===== src/rtl/steering_pwm_gen.sv =====
// steering_pwm_gen
//   Turns a joystick X sample into a pair of complementary steering PWM
//   outputs (right/left). Centre deadband, proportional duty scaling, duty
//   slew limiting once per PWM period, and a reversal sequence that always
//   ramps the active side down to zero and passes through IDLE before the
//   other side may be driven.
//
// Ports
//   clk          system clock
//   rst          asynchronous reset, active low
//   en           drive enable; low forces IDLE / zero duty on the next clk
//   x_val        joystick X sample, unsigned, rest value CENTER
//   pwm_right    right-turn PWM, registered
//   pwm_left     left-turn PWM, registered
//   period_start one-clk pulse on the first clk of counter value 0
//   duty_cur     duty currently applied, in PWM count ticks
//
// state     | meaning
// ----------+---------------------------------------------------------------
// IDLE      | no drive, duty 0; waits for a direction request at a boundary
// DRIVE_R   | right side driven, duty slews toward target
// DRIVE_L   | left side driven, duty slews toward target
// RAMP_DOWN | last driven side (ramp_r) ramps to 0, then back to IDLE
module steering_pwm_gen #(
  parameter int VAL_W     = 10,
  parameter int CNT_W     = 12,
  parameter int PRESC     = 100,
  parameter int PERIOD    = 3000,
  parameter int DUTY_MAX  = 3000,
  parameter int CENTER    = 512,
  parameter int DEADBAND  = 16,
  parameter int SLEW_STEP = 100
) (
  input  logic             clk,
  input  logic             rst,
  input  logic             en,
  input  logic [VAL_W-1:0] x_val,
  output logic             pwm_right,
  output logic             pwm_left,
  output logic             period_start,
  output logic [CNT_W-1:0] duty_cur
);

  localparam int PS_W   = (PRESC > 1) ? $clog2(PRESC) : 1;
  localparam int PROD_W = VAL_W + CNT_W;

  localparam logic [PS_W-1:0]  PS_LAST  = PS_W'(PRESC - 1);
  localparam logic [CNT_W-1:0] CNT_LAST = CNT_W'(PERIOD - 1);
  localparam logic [VAL_W-1:0] CENTER_V = VAL_W'(CENTER);
  localparam logic [VAL_W-1:0] DB_V     = VAL_W'(DEADBAND);
  localparam logic [CNT_W-1:0] DMAX_V   = CNT_W'(DUTY_MAX);
  localparam logic [CNT_W-1:0] SLEW_V   = CNT_W'(SLEW_STEP);

  typedef enum logic [1:0] {S_IDLE, S_DRIVE_R, S_DRIVE_L, S_RAMP_DOWN} state_t;
  typedef enum logic [1:0] {DIR_NONE, DIR_RIGHT, DIR_LEFT} dir_t;

  logic [PS_W-1:0]  presc_q, presc_d;
  logic [CNT_W-1:0] cnt_q, cnt_d;
  logic [VAL_W-1:0] x_q, x_d;
  logic [CNT_W-1:0] target_q, target_d;
  dir_t             dir_q, dir_d;
  state_t           state_q, state_d;
  logic [CNT_W-1:0] duty_q, duty_d;
  logic             ramp_r_q, ramp_r_d;
  logic             pwm_right_q, pwm_right_d;
  logic             pwm_left_q, pwm_left_d;
  logic             period_start_q, period_start_d;

  logic              tick, boundary;
  logic [VAL_W-1:0]  diff, mag;
  logic [PROD_W-1:0] prod, scaled;
  logic [CNT_W-1:0]  gap, dn_step, duty_track, duty_ramp, duty_start;
  logic              side_r, side_l;

  // Prescaler and period counter
  always_comb begin
    tick     = (presc_q == PS_LAST);
    presc_d  = tick ? '0 : presc_q + 1'b1;
    boundary = tick && (cnt_q == CNT_LAST);
    cnt_d    = cnt_q;
    if (tick) begin
      cnt_d = (cnt_q == CNT_LAST) ? '0 : cnt_q + 1'b1;
    end
  end

  // Input stage: x_val -> x_q -> target_q/dir_q (two clk of latency)
  always_comb begin
    x_d    = x_val;
    diff   = (x_q > CENTER_V) ? x_q - CENTER_V : CENTER_V - x_q;
    mag    = (diff > DB_V) ? diff - DB_V : '0;
    prod   = PROD_W'(mag) * PROD_W'(DMAX_V);
    scaled = prod >> (VAL_W - 1);
    target_d = (scaled > PROD_W'(DMAX_V)) ? DMAX_V : scaled[CNT_W-1:0];
    if (diff <= DB_V) begin
      dir_d = DIR_NONE;
    end else if (x_q > CENTER_V) begin
      dir_d = DIR_RIGHT;
    end else begin
      dir_d = DIR_LEFT;
    end
  end

  // Slew arithmetic: step toward target, never overshooting it
  always_comb begin
    if (target_q >= duty_q) begin
      gap        = target_q - duty_q;
      duty_track = (gap > SLEW_V) ? duty_q + SLEW_V : target_q;
    end else begin
      gap        = duty_q - target_q;
      duty_track = (gap > SLEW_V) ? duty_q - SLEW_V : target_q;
    end
    dn_step    = (duty_q < SLEW_V) ? duty_q : SLEW_V;
    duty_ramp  = duty_q - dn_step;
    duty_start = (target_q < SLEW_V) ? target_q : SLEW_V;
  end

  // Direction FSM, advanced only on the period boundary
  always_comb begin
    state_d  = state_q;
    duty_d   = duty_q;
    ramp_r_d = ramp_r_q;
    if (boundary) begin
      case (state_q)
        S_IDLE: begin
          duty_d = '0;
          if (dir_q == DIR_RIGHT) begin
            state_d = S_DRIVE_R;
            duty_d  = duty_start;
          end else if (dir_q == DIR_LEFT) begin
            state_d = S_DRIVE_L;
            duty_d  = duty_start;
          end
        end
        S_DRIVE_R: begin
          if (dir_q == DIR_RIGHT) begin
            duty_d = duty_track;
          end else begin
            state_d  = S_RAMP_DOWN;
            ramp_r_d = 1'b1;
            duty_d   = duty_ramp;
          end
        end
        S_DRIVE_L: begin
          if (dir_q == DIR_LEFT) begin
            duty_d = duty_track;
          end else begin
            state_d  = S_RAMP_DOWN;
            ramp_r_d = 1'b0;
            duty_d   = duty_ramp;
          end
        end
        S_RAMP_DOWN: begin
          // The opposite side is only ever entered from IDLE.
          duty_d = duty_ramp;
          if (duty_ramp == '0) begin
            state_d = S_IDLE;
          end
        end
        default: begin
          state_d = S_IDLE;
          duty_d  = '0;
        end
      endcase
    end
    // Disable overrides everything, including a coincident boundary.
    if (!en) begin
      state_d = S_IDLE;
      duty_d  = '0;
    end
  end

  // Output stage: registered one clk after cnt/state
  always_comb begin
    side_r = (state_q == S_DRIVE_R) || ((state_q == S_RAMP_DOWN) && ramp_r_q);
    side_l = (state_q == S_DRIVE_L) || ((state_q == S_RAMP_DOWN) && !ramp_r_q);
    pwm_right_d    = en && side_r && (cnt_q < duty_q);
    pwm_left_d     = en && side_l && (cnt_q < duty_q);
    period_start_d = boundary;
  end

  always_ff @(posedge clk or negedge rst) begin
    if (!rst) begin
      presc_q        <= '0;
      cnt_q          <= '0;
      x_q            <= '0;
      target_q       <= '0;
      dir_q          <= DIR_NONE;
      state_q        <= S_IDLE;
      duty_q         <= '0;
      ramp_r_q       <= 1'b0;
      pwm_right_q    <= 1'b0;
      pwm_left_q     <= 1'b0;
      period_start_q <= 1'b0;
    end else begin
      presc_q        <= presc_d;
      cnt_q          <= cnt_d;
      x_q            <= x_d;
      target_q       <= target_d;
      dir_q          <= dir_d;
      state_q        <= state_d;
      duty_q         <= duty_d;
      ramp_r_q       <= ramp_r_d;
      pwm_right_q    <= pwm_right_d;
      pwm_left_q     <= pwm_left_d;
      period_start_q <= period_start_d;
    end
  end

  assign pwm_right    = pwm_right_q;
  assign pwm_left     = pwm_left_q;
  assign period_start = period_start_q;
  assign duty_cur     = duty_q;

endmodule


===== config.mk =====
export PLATFORM = sky130hd
export DESIGN_NAME = steering_pwm_gen
export DESIGN_NICKNAME = d
export VERILOG_FILES = /design/src/rtl/steering_pwm_gen.sv
export SDC_FILE = /design/constraint.sdc
export NUM_CORES = 1
export LEC_CHECK = 0
export CAP_MARGIN = 20
export CORE_MARGIN = 5
export CORE_UTILIZATION = 40
export DETAILED_ROUTE_END_ITERATION = 8
export PLACE_DENSITY = 0.54
export REMOVE_ABC_BUFFERS = 1
export SETUP_SLACK_MARGIN = 0.5
export SYNTH_ARGS = -nofsm -noshare
export SYNTH_HDL_FRONTEND = slang
export SYNTH_SLANG_ARGS = --single-unit

===== constraint.sdc =====
create_clock -name clk -period 10.55 [get_ports clk]
set_input_delay 2.11 -clock clk [delete_from_list [all_inputs] [get_ports clk]]
set_output_delay 2.11 -clock clk [all_outputs]
set_load 0.005 [all_outputs]

==> impl_metrics.toml, run 1 <==
[run_status]
status = "finished clean"

[critical_path]
end_kind = "flip-flop"
reg2reg_depth = 31
required_ps = 10760
cp-start-kind = "flip-flop"
cp_num_buf_inv = 3
critPathArrivalTime_ps = 8630
path_delay_family = "compound AO/OA/AOI/OAI gates"
cp_common_cell = "fa_1"
path_class = "reg2reg"
crit_path_max_incr_delay_ps = 600
cp_max_fo = 19
crit_slowest_cell = "nor2_2"
path_depth = 31

[synth]
ys_seq_area_share_pct = 19.5
yosys_register_bits = 61
async_flop_share_pct = 100
synthCells = 959
ys_dominant_reg_cell = "dfrtp_1"
synthAdderAreaFrac_pct = 23.3
synth_edf_count = 0
avgSynthCellArea_um2 = 8.15
yosys-mux-area-fraction_pct = 1.60
synth_area_um2 = 7820
synth-compound-area-share_pct = 22.6
ys_warn_count = 0
synth.distinct_cells = 84
synth_xor_area_share_pct = 5.38
synth_top_family_by_area = "adder cells"
yosys.area_share.simple_pct = 19.5

[route]
top_layer = "met4"
dr_wl_met3_um = 639
met1_length_mm = 9.27
drt_first_pass_iters = 5
drt_wl_total_mm = 19.9
drtAntennaViolNets = 0
drc_errors = 0
num_vias = 6664
drt-vias-per-instance = 5.41
drt_iter0_drc = 347
met2_length_mm = 9.51
wl_per_cell_um = 16.1

[power_and_ir_drop]
max-vdd-ir-drop_v = 0.000289
power_w = 0.00261
p_leak_nw = 3.85
cellPowerDensity_nw_per_um2 = 305

[finish]
drive_gt1_share_pct = 5.28
fin_nets = 1101
diodes = 0
syn_to_final_growth_pct = 9.49

[global_route]
grt_pass1_vias = 6440
grt_util_all_layers_pct = 18.1
grt_max_degree = 62
grt-ovfl-total = 0
grt_pass1_wl_mm = 32.9
grt_antenna_before_repair = 0

[placement]
place_congestion = 0.887
dpl.hpwl_mm = 15.5
port_buffers = 27

[timing]
final.setup_skew_ps = 9.09
drv_slew = 0
worst_hold_slack_ps = 462
tightest_slew_ps = 1100
fin_crit_ps = 8420
hold_viol = 0
setup_viol = 0
finalCritPeriodShare_pct = 79.8
rsz0062_at_grt = "false"
timing.setup.tns_ps = 0
fmax_mhz = 119
max-slew-margin-rel_pct = 26.8

[clock_tree]
clkTransAtPathRegs_ps = 50
cts_max_level = 3
cts_hold_buf = 0
post_cts_buffers = 0
cts_repair_resize_count = 0
tritoncts = "yes"
clk_path_buf_depth = 2
cts.sinks = 61
clockRootBuffer = "clkbuf_16"
clock_latency_ps = 330
numCtsBuffers = 9

[floorplan]
die_area_um2 = 22400
ioPinCount = 28
die_y_um = 150
initial_core_util_pct = 40.4
core_area_um2 = 19300
die_w_um = 150
num_rows = 51

[worst_hold_path]
hold_depth = 1
holdCritPathClass = "reg2reg"

[flow_run]
max-cap-violations = 0
registers in the layout (all words and copies together), names as in the netlist, 2 cells and up:
name / flops
duty_cur: 12
dir_q: 2
state_q: 2
presc_q: 7
cnt_q: 12
target_q: 12
x_q: 10
cells in the mapped netlist (8+ instances only):
library cell	n	area share, %
o211ai_1	9	0.86
nand3_1	21	1.3
nor2b_1	20	1.6
xor2_1	17	1.9
nand2_1	75	3.6
nor3_1	22	1.4
dfrtp_1	61	20
ha_1	93	15
a21oi_1	57	3.6
o21a_1	18	1.7
a31oi_1	11	0.88
or3_1	8	0.64
xnor2_1	31	3.5
fa_1	33	8.4
a22oi_1	9	0.86
inv_1	117	5.6
nand2b_1	19	1.5
o21ai_0	43	2.8
clkbuf_1	29	1.4
nor2_1	75	3.6
mux2i_1	10	1.3
and3_1	9	0.72
a21o_1	14	1.3
placed cells by master, fill, tap and decap left out, drive strengths merged, types with 11 or more instances in the layout:
master / n
a21o: 14
a21oi: 61
a31oi: 11
clkbuf: 12
clkdlybuf4s50: 26
dfrtp: 61
fa: 33
ha: 93
inv: 117
mux2i: 11
nand2: 75
nand2b: 19
nand3: 21
nor2: 76
nor2b: 21
nor3: 22
o211ai: 11
o21a: 18
o21ai: 45
xnor2: 31
xor2: 17
routing by layer:
metal,GRT usage [%],vias to the layer above
li1,-,3354
met1,24.2,3163
met2,30.8,118
met3,2.54,29
met4,4.76,0
met5,0,-
stage by stage:
stage	worst slack, ps	util, %	instances	cell area (um^2)
2_1_floorplan	3030	-	918	7630
5_1_grt	1360	44.3	1231	8560
4_1_cts	2070	44.3	1231	8560
3_5_place_dp	2140	42.8	1216	8270
3_3_place_gp	2340	42.8	1216	8270
6_report	2130	44.3	1231	8560
worst paths after layout:
path                                      startpoint                       to  slack (ps)
worst max register to register      x_q[0]$_DFF_PN0_    target_q[6]$_DFF_PN0_        2130
worst min register to register  presc_q[0]$_DFF_PN0_     presc_q[0]$_DFF_PN0_         460
max in group asynchronous                        rst         x_q[1]$_DFF_PN0_        8050
min in group asynchronous                        rst  duty_cur[3]$_DFFE_PN0P_        1950
worst min-delay path            presc_q[0]$_DFF_PN0_     presc_q[0]$_DFF_PN0_         460
worst max-delay path                x_q[0]$_DFF_PN0_    target_q[6]$_DFF_PN0_        2130
kinds of logic after synthesis:
group / after synthesis
muxes: 12
AOI/OAI and AO/OA: 250
xor gates and xnor gates: 48
buffers and inverters: 158
and+or+nand+nor: 303
DFF: 61
other: 1
adders and majority gates: 126
final cells by class:
| cell class | instances | area, um^2 |
|---|---|---|
| inverters | 117 | 439 |
| repair buffers | 33 | 310 |
| well taps | 265 | 332 |
| flip-flops and latches | 61 | 1530 |
| fillers | 1975 | 10800 |
| clock buffers | 12 | 267 |
| clock inverters | 3 | 20.0 |
| multi-input cells | 740 | 5670 |
report_power, final:
part | switching [W] | internal, W | leakage, nW
logic | 0.00115 | 0.000853 | 2.93
clock network | 0.000105 | 0.000176 | 0.137
registers | 0.0000478 | 0.000279 | 0.784
total | 0.00130 | 0.00131 | 3.85
Power figures use the tool's default switching activity.
==> run 2, diff against run 1 <==
==> constraint.sdc (replaced) <==
create_clock -name clk -period 8 [get_ports clk]
set_input_delay 1.6 -clock clk [delete_from_list [all_inputs] [get_ports clk]]
set_output_delay 1.6 -clock clk [all_outputs]
set_load 0.005 [all_outputs]
==> run 2 against run 1 <==
  * Clock-buffer cell count did not move
  * Flip-flop and latch count did not move
  * Sequential share of layout area fell by 0.99 points
  * Largest cell class unchanged
==> impl_metrics.toml, run 2 (synthesis results as in run 1) <==
[power_and_ir_drop]
power_w = 0.00400
max-vdd-ir-drop_v = 0.000435
cellPowerDensity_nw_per_um2 = 441
p_leak_nw = 4.05

[finish]
final_common_cell = "inv_1"
fin_nets = 1134
syn_to_final_growth_pct = 16.1
layout_common_cells = "inv_1, ha_1, nand2_1"
fillers = 1866
drive_gt1_share_pct = 12.2
diodes = 0

[route]
drt_first_pass_iters = 5
drc_errors = 0
drt-vias-per-instance = 5.38
drt_iter0_drc = 408
drtAntennaViolNets = 0
drt_wl_total_mm = 20.3
num_vias = 6809
wl_per_cell_um = 16.0

[critical_path]
path_class = "reg2reg"
cp-start-kind = "flip-flop"
crit_slowest_cell = "fa_1"
required_ps = 8220
crit_path_end = "target_q[0]$_DFF_PN0_"
crit_path_max_incr_delay_ps = 540
reg2reg_depth = 34
cp_max_fo = 5
r2r_end = "target_q[0]$_DFF_PN0_"
rrSetupSlack_ps = 770
end_kind = "flip-flop"
r2r_start = "x_q[0]$_DFF_PN0_"
worstSetupStartpoint = "x_q[0]$_DFF_PN0_"
critPathArrivalTime_ps = 7440

[timing]
rsz0062_at_grt = "false"
setup_viol = 0
fmax_mhz = 138
fin_crit_ps = 7230
max-slew-margin-rel_pct = 26.4
final.setup_skew_ps = 8.13
timing.setup.tns_ps = 0
tightest_slew_ps = 1100
layout_setup_ws_ps = 774
hold_viol = 0
finalCritPeriodShare_pct = 90.3
drv_slew = 0

[floorplan]
die_area_um2 = 22400
core_area_um2 = 19300
die_w_um = 150
num_rows = 51
initial_core_util_pct = 40.4
die_y_um = 150
ioPinCount = 28

[global_route]
grt_max_degree = 62
grt_pass1_vias = 6207
grt_pass1_wl_mm = 32.8
grt_util_all_layers_pct = 18.1
grt_antenna_before_repair = 0
grt-ovfl-total = 0

[placement]
pre_cts_ws_ps = 297
place_congestion = 0.838
port_buffers = 27
dpl.hpwl_mm = 15.5

[clock_tree]
cts_max_level = 3
tritoncts = "yes"
cts_hold_buf = 0
clkTransAtPathRegs_ps = 50
clockRootBuffer = "clkbuf_16"
numCtsBuffers = 9
clock_latency_ps = 340
cts.sinks = 61
clk_path_buf_depth = 2

[run_status]
status = "finished clean"

[flow_run]
max-cap-violations = 0

[worst_hold_path]
holdCritPathClass = "reg2reg"
[run 2: through the flow]
step	std cells	util (%)	hold WS, ps	cell area, um^2
after floorplan	918	-	433	7630
after global placement	1227	43.2	451	8360
after detailed placement	1227	43.2	460	8360
after CTS	1247	45.1	467	8720
after global routing	1265	46.9	495	9080
final	1265	46.9	461	9080
[run 2: worst min path at each step]
stage / from / endpoint / cells past startpoint
2_1_floorplan: presc_q[0]$_DFF_PN0_ / presc_q[0]$_DFF_PN0_ / 1
3_3_place_gp: presc_q[0]$_DFF_PN0_ / presc_q[0]$_DFF_PN0_ / 1
3_5_place_dp: presc_q[0]$_DFF_PN0_ / presc_q[0]$_DFF_PN0_ / 1
4_1_cts: presc_q[0]$_DFF_PN0_ / presc_q[0]$_DFF_PN0_ / 1
5_1_grt: presc_q[0]$_DFF_PN0_ / presc_q[0]$_DFF_PN0_ / 1
6_report: presc_q[0]$_DFF_PN0_ / presc_q[0]$_DFF_PN0_ / 1
[run 2: metal layers]
metal | GRT usage [%] | vias to the layer above | share of wire, %
met1 | 25.0 | 3237 | 46
met2 | 29.4 | 136 | 48
met3 | 3.03 | 21 | 3.9
met4 | 4.71 | 0 | 1.8
met5 | 0 | - | 0
li1 | - | 3415 | -
[run 2: worst max-delay path, delay by kind of cell, from the launching register on]
| family | cells | cell delay (ps) |
|---|---|---|
| simple gates | 9 | 1490 |
| fa+ha+maj | 7 | 2390 |
| mux | 1 | 180 |
| flops | 1 | 440 |
| compound gates | 10 | 2010 |
| buf+inv | 6 | 440 |
| xor+xnor | 1 | 160 |
[run 2: layout make-up]
class / instances / area [um^2] / share of cell area (%)
Sequential cell: 61 / 1530 / 16.8
Timing Repair Buffer: 63 / 547 / 6.02
Clock buffer: 12 / 246 / 2.72
Clock inverter: 4 / 47.5 / 0.524
Tap cell: 265 / 332 / 3.65
Multi-Input combinational cell: 743 / 5930 / 65.4
Inverter: 117 / 442 / 4.87
[run 2: where the power goes]
part	internal, W	switching [W]
Combinational	0.00142	0.00176
Sequential	0.000369	0.0000608
Clock	0.000249	0.000142
[run 2: timing repair]
action | in CTS | in global routing
setup buffers | 3 | 16
pin swaps | 3 | 28
cloned | 1 | 2
hold endpoints to repair | 0 | 0
endpoints found under the setup margin | 10 | 12
resized for setup | 11 | 48
